--- config.mk ---
export PLATFORM = sky130hd
export DESIGN_NAME = seq_divider
export DESIGN_NICKNAME = d
export VERILOG_FILES = /design/src/rtl/seq_divider.sv
export SDC_FILE = /design/constraint.sdc
export NUM_CORES = 1
export LEC_CHECK = 0
export CAP_MARGIN = 20
export CELL_PAD_IN_SITES_DETAIL_PLACEMENT = 0
export CELL_PAD_IN_SITES_GLOBAL_PLACEMENT = 1
export CORE_MARGIN = 1
export CORE_UTILIZATION = 45
export CTS_CLUSTER_DIAMETER = 40
export DETAILED_ROUTE_END_ITERATION = 12
export GPL_ROUTABILITY_DRIVEN = 0
export PLACE_DENSITY = 0.94
export SYNTH_ARGS = -nofsm -noshare
export SYNTH_HDL_FRONTEND = slang
export SYNTH_SLANG_ARGS = --single-unit
export TNS_END_PERCENT = 50
--- constraint.sdc ---
create_clock -name clk -period 7.3 [get_ports clk]
set_input_delay 1.095 -clock clk [delete_from_list [all_inputs] [get_ports clk]]
set_output_delay 1.095 -clock clk [all_outputs]
set_load 0.02 [all_outputs]
--- src/rtl/seq_divider.sv ---
// Radix-2 restoring divider: one quotient bit per clock, result written WIDTH+1 edges after start.
// Optional macro SIGNED_DIV_EN selects two's-complement operands; default build is unsigned.
module seq_divider #(
  parameter int WIDTH = 8
) (
  input  logic             clk,
  input  logic             rst_n,
  input  logic             start_i,
  input  logic [WIDTH-1:0] dividend_i,
  input  logic [WIDTH-1:0] divisor_i,
  output logic [WIDTH-1:0] quot_o,
  output logic [WIDTH-1:0] rem_o,
  output logic             busy_o,
  output logic             done_o,
  output logic             dz_o
);

  localparam logic [1:0] S_IDLE = 2'd0;
  localparam logic [1:0] S_RUN  = 2'd1;
  localparam logic [1:0] S_FIX  = 2'd2;
  localparam logic [1:0] S_DONE = 2'd3;

  localparam int CW = $clog2(WIDTH) + 1;
  localparam logic [CW-1:0] LAST = CW'(WIDTH - 1);

  logic [1:0]       state_q, state_d;
  logic [CW-1:0]    cnt_q, cnt_d;
  // Partial remainder stays below M, so the top bit of A is always zero and is not stored.
  logic [WIDTH-1:0] a_q, a_d;
  logic [WIDTH-1:0] q_q, q_d;
  logic [WIDTH-1:0] m_q, m_d;
  logic [WIDTH-1:0] dvd_q, dvd_d;
  logic             qs_q, qs_d;
  logic             ds_q, ds_d;
  logic             zero_q, zero_d;
  logic [WIDTH-1:0] quot_q, quot_d;
  logic [WIDTH-1:0] rem_q, rem_d;
  logic             dz_q, dz_d;

  logic             dvd_neg, dvs_neg;
  logic [WIDTH-1:0] dvd_mag, dvs_mag;
  logic [WIDTH:0]   a_sh, trial;

`ifdef SIGNED_DIV_EN
  assign dvd_neg = dividend_i[WIDTH-1];
  assign dvs_neg = divisor_i[WIDTH-1];
`else
  assign dvd_neg = 1'b0;
  assign dvs_neg = 1'b0;
`endif

  assign dvd_mag = dvd_neg ? -dividend_i : dividend_i;
  assign dvs_mag = dvs_neg ? -divisor_i  : divisor_i;

  assign a_sh  = {a_q, q_q[WIDTH-1]};
  assign trial = a_sh - {1'b0, m_q};

  always_comb begin
    state_d = state_q;
    cnt_d   = cnt_q;
    a_d     = a_q;
    q_d     = q_q;
    m_d     = m_q;
    dvd_d   = dvd_q;
    qs_d    = qs_q;
    ds_d    = ds_q;
    zero_d  = zero_q;
    quot_d  = quot_q;
    rem_d   = rem_q;
    dz_d    = dz_q;
    if (start_i) begin
      // A start in any state aborts whatever is in flight and reloads.
      state_d = S_RUN;
      cnt_d   = '0;
      a_d     = '0;
      q_d     = dvd_mag;
      m_d     = dvs_mag;
      dvd_d   = dividend_i;
      qs_d    = dvd_neg ^ dvs_neg;
      ds_d    = dvd_neg;
      zero_d  = (divisor_i == '0);
    end else begin
      case (state_q)
        S_RUN: begin
          cnt_d = cnt_q + CW'(1);
          if (!trial[WIDTH]) begin
            a_d = trial[WIDTH-1:0];
            q_d = {q_q[WIDTH-2:0], 1'b1};
          end else begin
            a_d = a_sh[WIDTH-1:0];
            q_d = {q_q[WIDTH-2:0], 1'b0};
          end
          if (cnt_q == LAST) state_d = S_FIX;
        end
        S_FIX: begin
          state_d = S_DONE;
          if (zero_q) begin
            quot_d = '1;
            rem_d  = dvd_q;
            dz_d   = 1'b1;
          end else begin
            quot_d = qs_q ? -q_q : q_q;
            rem_d  = ds_q ? -a_q : a_q;
            dz_d   = 1'b0;
          end
        end
        S_DONE:  state_d = S_IDLE;
        default: state_d = S_IDLE;
      endcase
    end
  end

  always_ff @(posedge clk or negedge rst_n) begin
    if (!rst_n) begin
      state_q <= S_IDLE;
      cnt_q   <= '0;
      a_q     <= '0;
      q_q     <= '0;
      m_q     <= '0;
      dvd_q   <= '0;
      qs_q    <= 1'b0;
      ds_q    <= 1'b0;
      zero_q  <= 1'b0;
      quot_q  <= '0;
      rem_q   <= '0;
      dz_q    <= 1'b0;
    end else begin
      state_q <= state_d;
      cnt_q   <= cnt_d;
      a_q     <= a_d;
      q_q     <= q_d;
      m_q     <= m_d;
      dvd_q   <= dvd_d;
      qs_q    <= qs_d;
      ds_q    <= ds_d;
      zero_q  <= zero_d;
      quot_q  <= quot_d;
      rem_q   <= rem_d;
      dz_q    <= dz_d;
    end
  end

  assign quot_o = quot_q;
  assign rem_o  = rem_q;
  assign dz_o   = dz_q;
  assign busy_o = (state_q == S_RUN) || (state_q == S_FIX);
  assign done_o = (state_q == S_DONE);

endmodule
-- Yosys cells after proc, flatten, opt, wreduce, memory -nomap -nowiden
Index checks and enable logic that the tools add are counted.
- word-level logic and storage cells: 36
- register bits: 56
- output and inout bits: 19
- bitwise operators: 1
- reduce and logical (&&, ||, !) cells: 4
- muxes and demuxes: 14
- eq/ne operators: 5
- $add $sub $neg: 2
- operator list (cell ; count):
    8-bit two-way mux ; 7
    9-bit by 8-bit subtractor with 9-bit output ; 1
    8-bit zero test ; 1
    4-bit two-way mux ; 2
    4-bit by 1-bit adder with 4-bit output, second input constant ; 1
    2-bit equality test, second input constant ; 2
    4-bit by 3-bit equality test with 1-bit output, second input constant ; 1
    2-bit two-way mux ; 2
    2-bit one-hot mux with 2 select lines ; 1
    3-bit inequality test, second input constant ; 1
    2-bit by 1-bit equality test with 1-bit output, second input constant ; 1
    1-bit two-way mux ; 2
    2-bit AND reduction ; 1
    2-bit nonzero test ; 1
    1-bit logical OR ; 1
    1-bit inverter ; 1

-- Logic depth before layout (Yosys ltp)
Gate-level depths: netlist of run 1.
- word-level depth: 4
- gate-level depth with buffers: 9
- gate-level depth less buffers: 8

-- Least setup slack after synthesis of run 1
No wires, ideal clock.
- path type: register -> register
- start: register q_q[7]
- end: register a_q[2]
- setup time: 126 ps
- buffers on the path: 1
- path slack: 4963 ps
- clock period less this slack: 2337 ps
- cell stages (with the launch flop): 10
- data arrival time: 2211 ps
- cell sequence: dfrtp_1 > inv_1 > ha_1 > fa_1 > nand2b_1 > a211oi_2 > mux2i_2 > or2_1 > buf_6 > o311a_1
- word-level cells in the longest chain between the ends: 4
- RTL lines (element ; RTL line ; RTL):
    start: declaration ; 30 ; logic [WIDTH-1:0] q_q, q_d;
    start signal: assignment ; 131 ; q_q <= q_d;
    9-bit by 8-bit subtractor with 9-bit output ; 56 ; assign trial = a_sh - {1'b0, m_q};
    8-bit two-way mux ; 86 ; if (!trial[WIDTH]) begin
    8-bit two-way mux ; 83 ; case (state_q)
    8-bit two-way mux ; 71 ; if (start_i) begin
    end signal: assignment ; 117 ; a_q <= '0;
    end signal: assignment ; 130 ; a_q <= a_d;
    end: declaration ; 29 ; logic [WIDTH-1:0] a_q, a_d;
No other way between the ends. The select of a mux whose other input is x is not followed.
A chain may end at the register's enable or synchronous reset.

-- Final worst setup path of run 1
- start: input start_i
- end: register rem_q[5], in the netlist rem_o[5]
- word-level cells in the longest chain between the ends: 2
- RTL lines (element ; RTL line ; RTL):
    start: declaration ; 8 ; input logic start_i,
    1-bit inverter (no line) ; n/a ;
    2-bit AND reduction (no line) ; n/a ;
    end signal: assignment ; 138 ; rem_q <= rem_d;
    end: declaration ; 37 ; logic [WIDTH-1:0] rem_q, rem_d;
No other way between the ends.

==> impl_metrics.env, run 1 <==
export IMPL_fp_dieArea_um2=6680
export IMPL_clock_latency_ns=0.31
export IMPL_setup_reg_to_reg_worst_slack_ns=4.46
export IMPL_first_iter_violations=135
export IMPL_min_period_over_period=0.391
export IMPL_number_of_remaining_drc_errors=0
export IMPL_yosysSeqAreaShare=0.490
export IMPL_setup_viol_count_final=0
export IMPL_critPathSlowestCell="sky130_fd_sc_hd__nand2b_1"
export IMPL_vdd_ir_drop_max_uv=167
export IMPL_max_clock_freq_mhz=350
export IMPL_min_delay_path_depth=2
export IMPL_total_number_of_yosys_warnings=0
export IMPL_antenna_found_initial=0
export IMPL_final_layout_size_suffix_gt1_frac=0.0547
export IMPL_dominantRegCellSynth="sky130_fd_sc_hd__dfrtp_1"
export IMPL_crit_arrival_ns=3.01
export IMPL_cts_root_buffer_cell="sky130_fd_sc_hd__clkbuf_8"
export IMPL_min_delay_start="quot_o[6]"
export IMPL_finalCoreUtilization=0.557
export IMPL_postSynthAreaPerCell_um2=9.57
export IMPL_floorplan_core_area_um2=6030
export IMPL_fin_skew_ns=0.00770
export IMPL_fp_dieH_um=81.7
export IMPL_slew_limit_headroom=0.363
export IMPL_crit_path_start_kind="input port"
export IMPL_mappedNetlistArea_um2=2860
export IMPL_synthesis_instances=299
export IMPL_nNetsFinal=360
export IMPL_vias=2181
export IMPL_worst_r2r_path_depth=8
export IMPL_post_layout_total_power_w=0.00125
export IMPL_outcome="finished, final reports clean"
export IMPL_timing_final_hold_violations=0
export IMPL_power_leakage_nw=1.48
export IMPL_clock_sinks=56
export IMPL_drtAntennaViolNets=0
export IMPL_critical_path_reg2reg_endpoint="a_q[1]"
export IMPL_report_final_slew_viol_count=0
export IMPL_dp_hpwl_um=3810
export IMPL_synth_common_cells="56 x sky130_fd_sc_hd__dfrtp_1, 44 x sky130_fd_sc_hd__o21ai_0, 35 x sky130_fd_sc_hd__nand2_1, 27 x sky130_fd_sc_hd__nor2_1, 24 x sky130_fd_sc_hd__inv_1"
export IMPL_total_overflow_reported_by_the_global_router=0
export IMPL_track_usage=0.182
export IMPL_critical_path_class="input port to flip-flop"
export IMPL_ys_async_sr_fraction=1.00
export IMPL_post_synth_top_area_fraction=0.490
export IMPL_route_detailed_wl_per_inst_um=13.3
export IMPL_layout_min_cycle_time_ns=2.85
export IMPL_post_synth_num_cell_types=44
export IMPL_grt_pass1_wl_um=9270
export IMPL_ctsHtreeMaxLevel=2
export IMPL_tightest_slew_ns=0.956
export IMPL_ys_top_cells_by_area="sky130_fd_sc_hd__dfrtp_1 49%, sky130_fd_sc_hd__o21ai_0 7.7%, sky130_fd_sc_hd__mux2i_1 5.6%"
export IMPL_synth_ff_latch_count=56
export IMPL_cts_buffers_inserted=5
export IMPL_boundaryPins=38
export IMPL_postCtsHoldBufs=0
export IMPL_post_dp_cell_area_um2=3270
export IMPL_first_global_vias=2028
export IMPL_io_buffers=37
export IMPL_cts_post_setup_buffers_inserted=0
export IMPL_total_wire_length_um=5390
export IMPL_cts_tree="built"
export IMPL_crit_path_max_incr_delay_ns=0.81
export IMPL_grt_max_degree=58
export IMPL_most_used_standard_cell_by_instance_count_after_synthesis="sky130_fd_sc_hd__dfrtp_1"
export IMPL_detail_route_vias_per_cell=5.40
export IMPL_finalSetupTns_ns=0
export IMPL_critical_path_cell_list="clkdlybuf4s50_1, buf_4, nand2b_1, o21ai_0"
export IMPL_synth_edff_count=0
export IMPL_dr_pass1_iters=4
export IMPL_clkTransAtPathRegs_ns=0.10
export IMPL_synth_to_final_area_change_pct=17.3
export IMPL_rows=28
export IMPL_cts_max_path_buffers=2
export IMPL_antenna_cells=0
export IMPL_r2r_start="q_q[7]"
export IMPL_crit_end_category="flip-flop"
export IMPL_post_synth_top_area_cell="sky130_fd_sc_hd__dfrtp_1"
export IMPL_critPathMaxFanout=57
export IMPL_max_cap_violations=0
export IMPL_post_cts_resize_count=0
export IMPL_hold_class="flip-flop to flip-flop"
export IMPL_worst_endpoint_required_ns=7.45
export IMPL_start_util=0.475
export IMPL_capture_endpoint_of_the_worst_hold_path="quot_o[6]"
export IMPL_power_density_nw_per_um2=371
export IMPL_grt_setup_unrepaired="false"
export IMPL_synth_nets=331
export IMPL_chipWidth_um=81.7
export IMPL_fin_area_um2=3360
-- layer usage --
layer | wire length [um] | vias to the layer above | GRT usage | share of wire
met2 | 2510 | 50 | 0.288 | 0.47
met1 | 2580 | 1028 | 0.254 | 0.48
met5 | 0 | - | 0 | 0
met3 | 234 | 6 | 0.0367 | 0.043
li1 | - | 1097 | - | -
met4 | 57 | 0 | 0.0491 | 0.011
-- flip-flops by register name (all words and copies together), names as in the netlist --
name,count
m_q,8
cnt_q,4
rem_o,8
a_q,8
dvd_q,8
state_q,2
dz_o,1
q_q,8
quot_o,8
zero_q,1
-- where the power goes --
part	switching [W]	internal [W]	total [W]
logic	0.000344	0.000266	0.000610
registers	0.0000708	0.000396	0.000466
clock network	0.000101	0.0000685	0.000170
-- area by class of cell --
class / count / area (um2)
clock inverters: 2 / 16.3
flip-flops and latches: 56 / 1400
multi-input cells: 201 / 1290
clock buffers: 6 / 72.6
well taps: 75 / 93.8
inverters: 24 / 90.1
repair buffers: 40 / 388
fillers: 555 / 2670
-- cells in the final DEF, fill, tap and decap left out, drive strengths merged, types with 2 or more instances in the layout --
cell type	netlist	routed
o21ai	45	45
mux2	2	2
nand3	2	2
o31ai	2	2
buf	4	4
nand2	35	35
o41ai	2	2
ha	12	12
a311oi	2	2
a211oi	4	4
nand2b	4	4
a21oi	6	6
nor4	6	6
dfrtp	56	56
xor2	2	2
nor2	27	27
clkbuf	14	6
mux2i	17	17
o311a	3	3
xnor2	3	3
clkdlybuf4s50	0	36
o21a	2	2
nor2b	3	3
inv	24	24
a31oi	4	4
o21bai	4	4
-- cells by family after synthesis --
group | after synthesis | share of synthesized area
AND/OR/NAND/NOR | 84 | 0.131
AO/OA/AOI/OAI | 80 | 0.178
flip-flops | 56 | 0.490
buffers and inverters | 42 | 0.0577
multiplexers | 19 | 0.0687
adder cells (fa/ha/maj) | 13 | 0.0595
XOR/XNOR | 5 | 0.0153
-- worst max-delay path: cells and delay by family --
family / cells / cell delay [ns]
simple gates: 1 / 0.81
compound gates: 1 / 0.23
buf+inv: 2 / 0.85
-- how the worst max path moves through the flow --
| stage | startpoint | to | slack (ns) | depth (start not counted) |
|---|---|---|---|---|
| global route | start_i | rem_o[5] | 4.12 | 4 |
| global placement | start_i | quot_o[6] | 4.17 | 4 |
| floorplan | q_q[7] | a_q[2] | 4.96 | 9 |
| detailed placement | start_i | rem_o[5] | 4.08 | 4 |
| CTS | start_i | rem_o[5] | 4.42 | 4 |
| finish | start_i | rem_o[5] | 4.45 | 4 |
-- stage by stage --
| step | hold slack [ns] | worst slack [ns] | instances |
|---|---|---|---|
| 2_1_floorplan | 0.480 | 4.96 | 299 |
| 3_3_place_gp | 0.462 | 4.17 | 396 |
| 3_5_place_dp | 0.470 | 4.08 | 396 |
| 4_1_cts | 0.493 | 4.42 | 404 |
| 5_1_grt | 0.513 | 4.12 | 404 |
| 6_report | 0.484 | 4.45 | 404 |
No activity file was read; power rests on OpenSTA's default activity.
==> run 2: changes to the inputs <==
--- a/config.mk
+++ b/config.mk
@@ -9,11 +9,11 @@
 export CELL_PAD_IN_SITES_DETAIL_PLACEMENT = 0
 export CELL_PAD_IN_SITES_GLOBAL_PLACEMENT = 1
 export CORE_MARGIN = 1
-export CORE_UTILIZATION = 45
+export CORE_UTILIZATION = 42
 export CTS_CLUSTER_DIAMETER = 40
 export DETAILED_ROUTE_END_ITERATION = 12
 export GPL_ROUTABILITY_DRIVEN = 0
-export PLACE_DENSITY = 0.94
+export PLACE_DENSITY = 0.89
 export SYNTH_ARGS = -nofsm -noshare
 export SYNTH_HDL_FRONTEND = slang
 export SYNTH_SLANG_ARGS = --single-unit
==> constraint.sdc (replaced) <==
create_clock -name clk -period 2.7 [get_ports clk]
set_input_delay 0.405 -clock clk [delete_from_list [all_inputs] [get_ports clk]]
set_output_delay 0.405 -clock clk [all_outputs]
set_load 0.02 [all_outputs]
==> impl_metrics.env, run 2 (synthesis gave the netlist of run 1 again) <==
export IMPL_first_iter_violations=121
export IMPL_postCtsHoldBufs=0
export IMPL_vias=2185
export IMPL_grt_max_degree=57
export IMPL_multi_input_area_um2=1290
export IMPL_cp_depth=8
export IMPL_start_util=0.443
export IMPL_setup_viol_count_final=0
export IMPL_critical_path_reg2reg_endpoint="a_q[2]"
export IMPL_antenna_found_initial=0
export IMPL_boundaryPins=38
export IMPL_chipWidth_um=84.5
export IMPL_total_wire_length_um=5780
export IMPL_post_layout_total_power_w=0.00344
export IMPL_cts_max_path_buffers=2
export IMPL_synth_to_final_area_change_pct=18.7
export IMPL_report_final_slew_viol_count=0
export IMPL_crit_path_max_incr_delay_ns=0.43
export IMPL_final_setup_margin_ns=0.238
export IMPL_critical_path_cell_list="inv_1, ha_1, fa_1, nand2b_1, a211oi_2, mux2i_2, or2_1, o311a_1"
export IMPL_drtAntennaViolNets=0
export IMPL_crit_path_start_kind="flip-flop"
export IMPL_finalHoldWorstSlack_ns=0.207
export IMPL_crit_buf_inv=1
export IMPL_max_clock_freq_mhz=406
export IMPL_fp_dieArea_um2=7140
export IMPL_final_common_cell="sky130_fd_sc_hd__dfrtp_1"
export IMPL_worst_endpoint_required_ns=2.91
export IMPL_critPathSlowestCell="sky130_fd_sc_hd__dfrtp_1"
export IMPL_critical_path_top_delay_family="adder cells"
export IMPL_detail_route_vias_per_cell=5.33
export IMPL_cts_post_setup_buffers_inserted=0
export IMPL_violated_checks="design-rule violations"
export IMPL_most_common_layout_cells="56 x sky130_fd_sc_hd__dfrtp_1, 44 x sky130_fd_sc_hd__o21ai_0, 36 x sky130_fd_sc_hd__clkdlybuf4s50_1"
export IMPL_cp_startpoint="q_q[7]"
export IMPL_setup_reg_to_reg_worst_slack_ns=0.24
export IMPL_fp_dieH_um=84.5
export IMPL_grt_setup_unrepaired="false"
export IMPL_hold_class="input port to asynchronous set/reset pin"
export IMPL_io_buffers=37
export IMPL_finalSetupTns_ns=0
export IMPL_critical_path_class="flip-flop to flip-flop"
export IMPL_dp_hpwl_um=4060
export IMPL_nNetsFinal=364
export IMPL_slew_limit_headroom=0.521
export IMPL_first_global_vias=2172
export IMPL_power_leakage_nw=1.51
export IMPL_cts_root_buffer_cell="sky130_fd_sc_hd__clkbuf_8"
export IMPL_crit_end_category="flip-flop"
export IMPL_clock_latency_ns=0.32
export IMPL_min_period_over_period=0.912
export IMPL_dr_pass1_iters=8
export IMPL_critPathMaxFanout=8
export IMPL_vdd_ir_drop_max_uv=401
export IMPL_fillers=601
export IMPL_antenna_cells=0
export IMPL_cts_tree="built"
export IMPL_power_density_nw_per_um2=1010
export IMPL_worst_r2r_path_depth=8
export IMPL_clock_sinks=56
export IMPL_tightest_slew_ns=0.719
export IMPL_outcome="finished with violations"
export IMPL_route_detailed_wl_per_inst_um=14.1
export IMPL_ctsHtreeMaxLevel=2
export IMPL_post_cts_resize_count=0
export IMPL_total_overflow_reported_by_the_global_router=0
export IMPL_track_usage=0.182
export IMPL_r2r_start="q_q[7]"
export IMPL_fin_skew_ns=0.00979
export IMPL_clkTransAtPathRegs_ns=0.11
export IMPL_final_layout_size_suffix_gt1_frac=0.0691
export IMPL_rows=29
export IMPL_grt_pass1_wl_um=10300
export IMPL_cp_endpoint="a_q[2]"
export IMPL_layout_min_cycle_time_ns=2.46
export IMPL_crit_arrival_ns=2.67
export IMPL_number_of_remaining_drc_errors=4
export IMPL_timing_final_hold_violations=0
export IMPL_floorplan_core_area_um2=6460
export IMPL_ff_latch_area_um2=1400
export IMPL_cts_buffers_inserted=5
export IMPL_max_cap_violations=0
export IMPL_detailedPlace_worstSlack_ns=0.263
run 2: layout make-up:
class	count	area share
inverter	24	0.0265
sequential	56	0.413
clock inverter	3	0.00811
multi-input combinational	201	0.381
clock buffer	5	0.0203
timing repair buffer	44	0.123
tap	77	0.0284
run 2: worst min-delay path by stage:
stage / start / endpoint / cells after the start
after global placement: quot_o[6] / quot_o[6] / 2
after CTS: rst_n / quot_o[7] / 2
after detailed placement: quot_o[4] / quot_o[4] / 2
final: rst_n / rem_o[7] / 2
after global routing: rst_n / quot_o[7] / 2
after floorplan: rst_n / a_q[0] / 0
run 2: metrics by stage:
step	cells	instance area [um2]	util
detailed placement	402	3300	0.511
global placement	402	3300	0.511
floorplan	299	2860	-
global route	410	3400	0.526
CTS	410	3400	0.526
finish	410	3400	0.526
run 2: report_power, final:
part           leakage (nW)  switching [W]  internal [W]  total, W
Sequential            0.710       0.000195       0.00107   0.00126
Combinational         0.751       0.000943      0.000747   0.00169
Clock                0.0463       0.000299      0.000191  0.000491
Total                  1.51        0.00144       0.00201   0.00344
run 2: metal layers:
| metal | share of wire | vias up | GRT usage |
|---|---|---|---|
| met3 | 0.037 | 7 | 0.0403 |
| met4 | 0.015 | 0 | 0.0555 |
| li1 | - | 1101 | - |
| met1 | 0.50 | 1027 | 0.256 |
| met2 | 0.45 | 50 | 0.281 |
| met5 | 0 | - | 0 |
==> run 3: changes to the inputs <==
==> config.mk (replaced) <==
export PLATFORM = sky130hd
export DESIGN_NAME = seq_divider
export DESIGN_NICKNAME = d
export VERILOG_FILES = /design/src/rtl/seq_divider.sv
export SDC_FILE = /design/constraint.sdc
export NUM_CORES = 1
export LEC_CHECK = 0
export CAP_MARGIN = 20
export CORE_MARGIN = 1
export CORE_UTILIZATION = 55
export CTS_CLUSTER_DIAMETER = 40
export DETAILED_ROUTE_END_ITERATION = 12
export GPL_ROUTABILITY_DRIVEN = 0
export PLACE_DENSITY = 0.9
export SYNTH_ARGS = -nofsm -noshare
export SYNTH_HDL_FRONTEND = slang
export SYNTH_SLANG_ARGS = --single-unit
==> impl_metrics.env, run 3 (synthesis gave the netlist of run 1 again) <==
export IMPL_crit_path_start_kind="flip-flop"
export IMPL_min_period_over_period=0.904
export IMPL_chipWidth_um=74.1
export IMPL_worst_endpoint_required_ns=2.90
export IMPL_pint_w=0.00201
export IMPL_grt_max_degree=57
export IMPL_outcome="finished, final reports clean"
export IMPL_final_layout_size_suffix_gt1_frac=0.0691
export IMPL_cts_post_setup_buffers_inserted=0
export IMPL_antenna_found_initial=0
export IMPL_power_leakage_nw=1.51
export IMPL_layout_min_cycle_time_ns=2.44
export IMPL_sequentialPowerShare=0.368
export IMPL_critical_path_class="flip-flop to flip-flop"
export IMPL_post_cts_resize_count=0
export IMPL_power_combinational_fraction=0.497
export IMPL_io_buffers=37
export IMPL_detail_route_vias_per_cell=5.57
export IMPL_report_final_slew_viol_count=0
export IMPL_max_cap_violations=0
export IMPL_critPathMaxFanout=8
export IMPL_hold_class="input port to asynchronous set/reset pin"
export IMPL_fp_dieH_um=74.1
export IMPL_grt_setup_unrepaired="false"
export IMPL_first_global_vias=2147
export IMPL_cts_tree="built"
export IMPL_cts_max_path_buffers=2
export IMPL_ctsHtreeMaxLevel=2
export IMPL_route_detailed_wl_per_inst_um=14.8
export IMPL_dr_pass1_iters=5
export IMPL_fp_dieArea_um2=5490
export IMPL_fin_area_um2=3390
export IMPL_setup_viol_count_final=0
export IMPL_postCtsHoldBufs=0
export IMPL_most_common_layout_cells="56 x sky130_fd_sc_hd__dfrtp_1, 44 x sky130_fd_sc_hd__o21ai_0, 36 x sky130_fd_sc_hd__clkdlybuf4s50_1"
export IMPL_sw_frac_of_total=0.420
export IMPL_post_layout_total_power_w=0.00346
export IMPL_first_iter_violations=141
export IMPL_final_common_cell="sky130_fd_sc_hd__dfrtp_1"
export IMPL_clock_latency_ns=0.32
export IMPL_track_usage=0.241
export IMPL_synth_to_final_area_change_pct=18.5
export IMPL_rows=25
export IMPL_nNetsFinal=364
export IMPL_final_setup_margin_ns=0.260
export IMPL_grt_pass1_wl_um=10100
export IMPL_detailedPlace_worstSlack_ns=0.275
export IMPL_cts_buffers_inserted=5
export IMPL_vias=2227
export IMPL_clkPwrFrac=0.135
export IMPL_start_util=0.590
export IMPL_clock_sinks=56
export IMPL_post_dp_cell_area_um2=3300
export IMPL_vdd_ir_drop_max_uv=483
export IMPL_timing_final_hold_violations=0
export IMPL_power_density_nw_per_um2=1020
export IMPL_fin_skew_ns=0.00694
export IMPL_slew_limit_headroom=0.509
export IMPL_number_of_remaining_drc_errors=0
export IMPL_max_clock_freq_mhz=410
export IMPL_antenna_cells=0
export IMPL_crit_end_category="flip-flop"
export IMPL_finalSetupTns_ns=0
export IMPL_total_overflow_reported_by_the_global_router=0
export IMPL_drtAntennaViolNets=0
export IMPL_crit_arrival_ns=2.64
export IMPL_clkTransAtPathRegs_ns=0.10
export IMPL_boundaryPins=38
export IMPL_floorplan_core_area_um2=4850
export IMPL_tightest_slew_ns=0.736
export IMPL_finalCoreUtilization=0.699
export IMPL_p_switching_w=0.00145
export IMPL_total_wire_length_um=5910
export IMPL_dp_hpwl_um=4170
export IMPL_cts_root_buffer_cell="sky130_fd_sc_hd__clkbuf_8"
-- run 3: layer usage --
metal | global-route usage | routed length (um) | vias to the layer above
met4 | 0.0812 | 17 | 0
met1 | 0.329 | 2740 | 1059
li1 | - | - | 1105
met5 | 0 | 0 | -
met2 | 0.398 | 2910 | 60
met3 | 0.0312 | 243 | 3
-- run 3: power groups by stage --
stage	Combinational, W	Sequential, W	Clock, W
after floorplan	0.00110	0.00135	0
after global placement	0.00164	0.00127	0
after detailed placement	0.00171	0.00129	0
after CTS	0.00172	0.00127	0.000481
after global routing	0.00191	0.00130	0.000500
final	0.00172	0.00127	0.000468
-- run 3: area by class of cell --
| cell class | instances | area [um2] |
|---|---|---|
| repair buffers | 44 | 430 |
| clock inverters | 3 | 21.3 |
| well taps | 67 | 83.8 |
| fillers | 364 | 1460 |
| inverters | 24 | 90.1 |
| clock buffers | 5 | 68.8 |
| multi-input cells | 201 | 1290 |
| flip-flops and latches | 56 | 1400 |
-- run 3: final timing paths --
check	start	cells past startpoint	slack (ns)	to
setup / recovery	q_q[7]	8	0.26	a_q[2]
hold / removal	rst_n	2	0.07	q_q[5]
setup reg to reg	q_q[7]	8	0.26	a_q[2]
hold reg to reg	quot_o[4]	2	0.49	quot_o[4]
max in group asynchronous	rst_n	2	2.37	m_q[4]
min in group clk	quot_o[4]	2	0.49	quot_o[4]
-- run 3: worst max-delay path, stage by stage (launching register included) --
cell and delay (ns):
sky130_fd_sc_hd__dfrtp_1 0.42, sky130_fd_sc_hd__inv_1 0.06, sky130_fd_sc_hd__ha_1 0.23, sky130_fd_sc_hd__fa_1 0.41, sky130_fd_sc_hd__nand2b_1 0.20, sky130_fd_sc_hd__a211oi_2 0.23
sky130_fd_sc_hd__mux2i_2 0.10, sky130_fd_sc_hd__or2_1 0.35, sky130_fd_sc_hd__o311a_1 0.33
-- run 3: stage by stage --
| stage | cells | hold slack, ns |
|---|---|---|
| floorplan | 299 | 0.109 |
| global placement | 392 | 0.427 |
| detailed placement | 392 | 0.435 |
| CTS | 400 | 0.0932 |
| global route | 400 | 0.0998 |
| finish | 400 | 0.0688 |
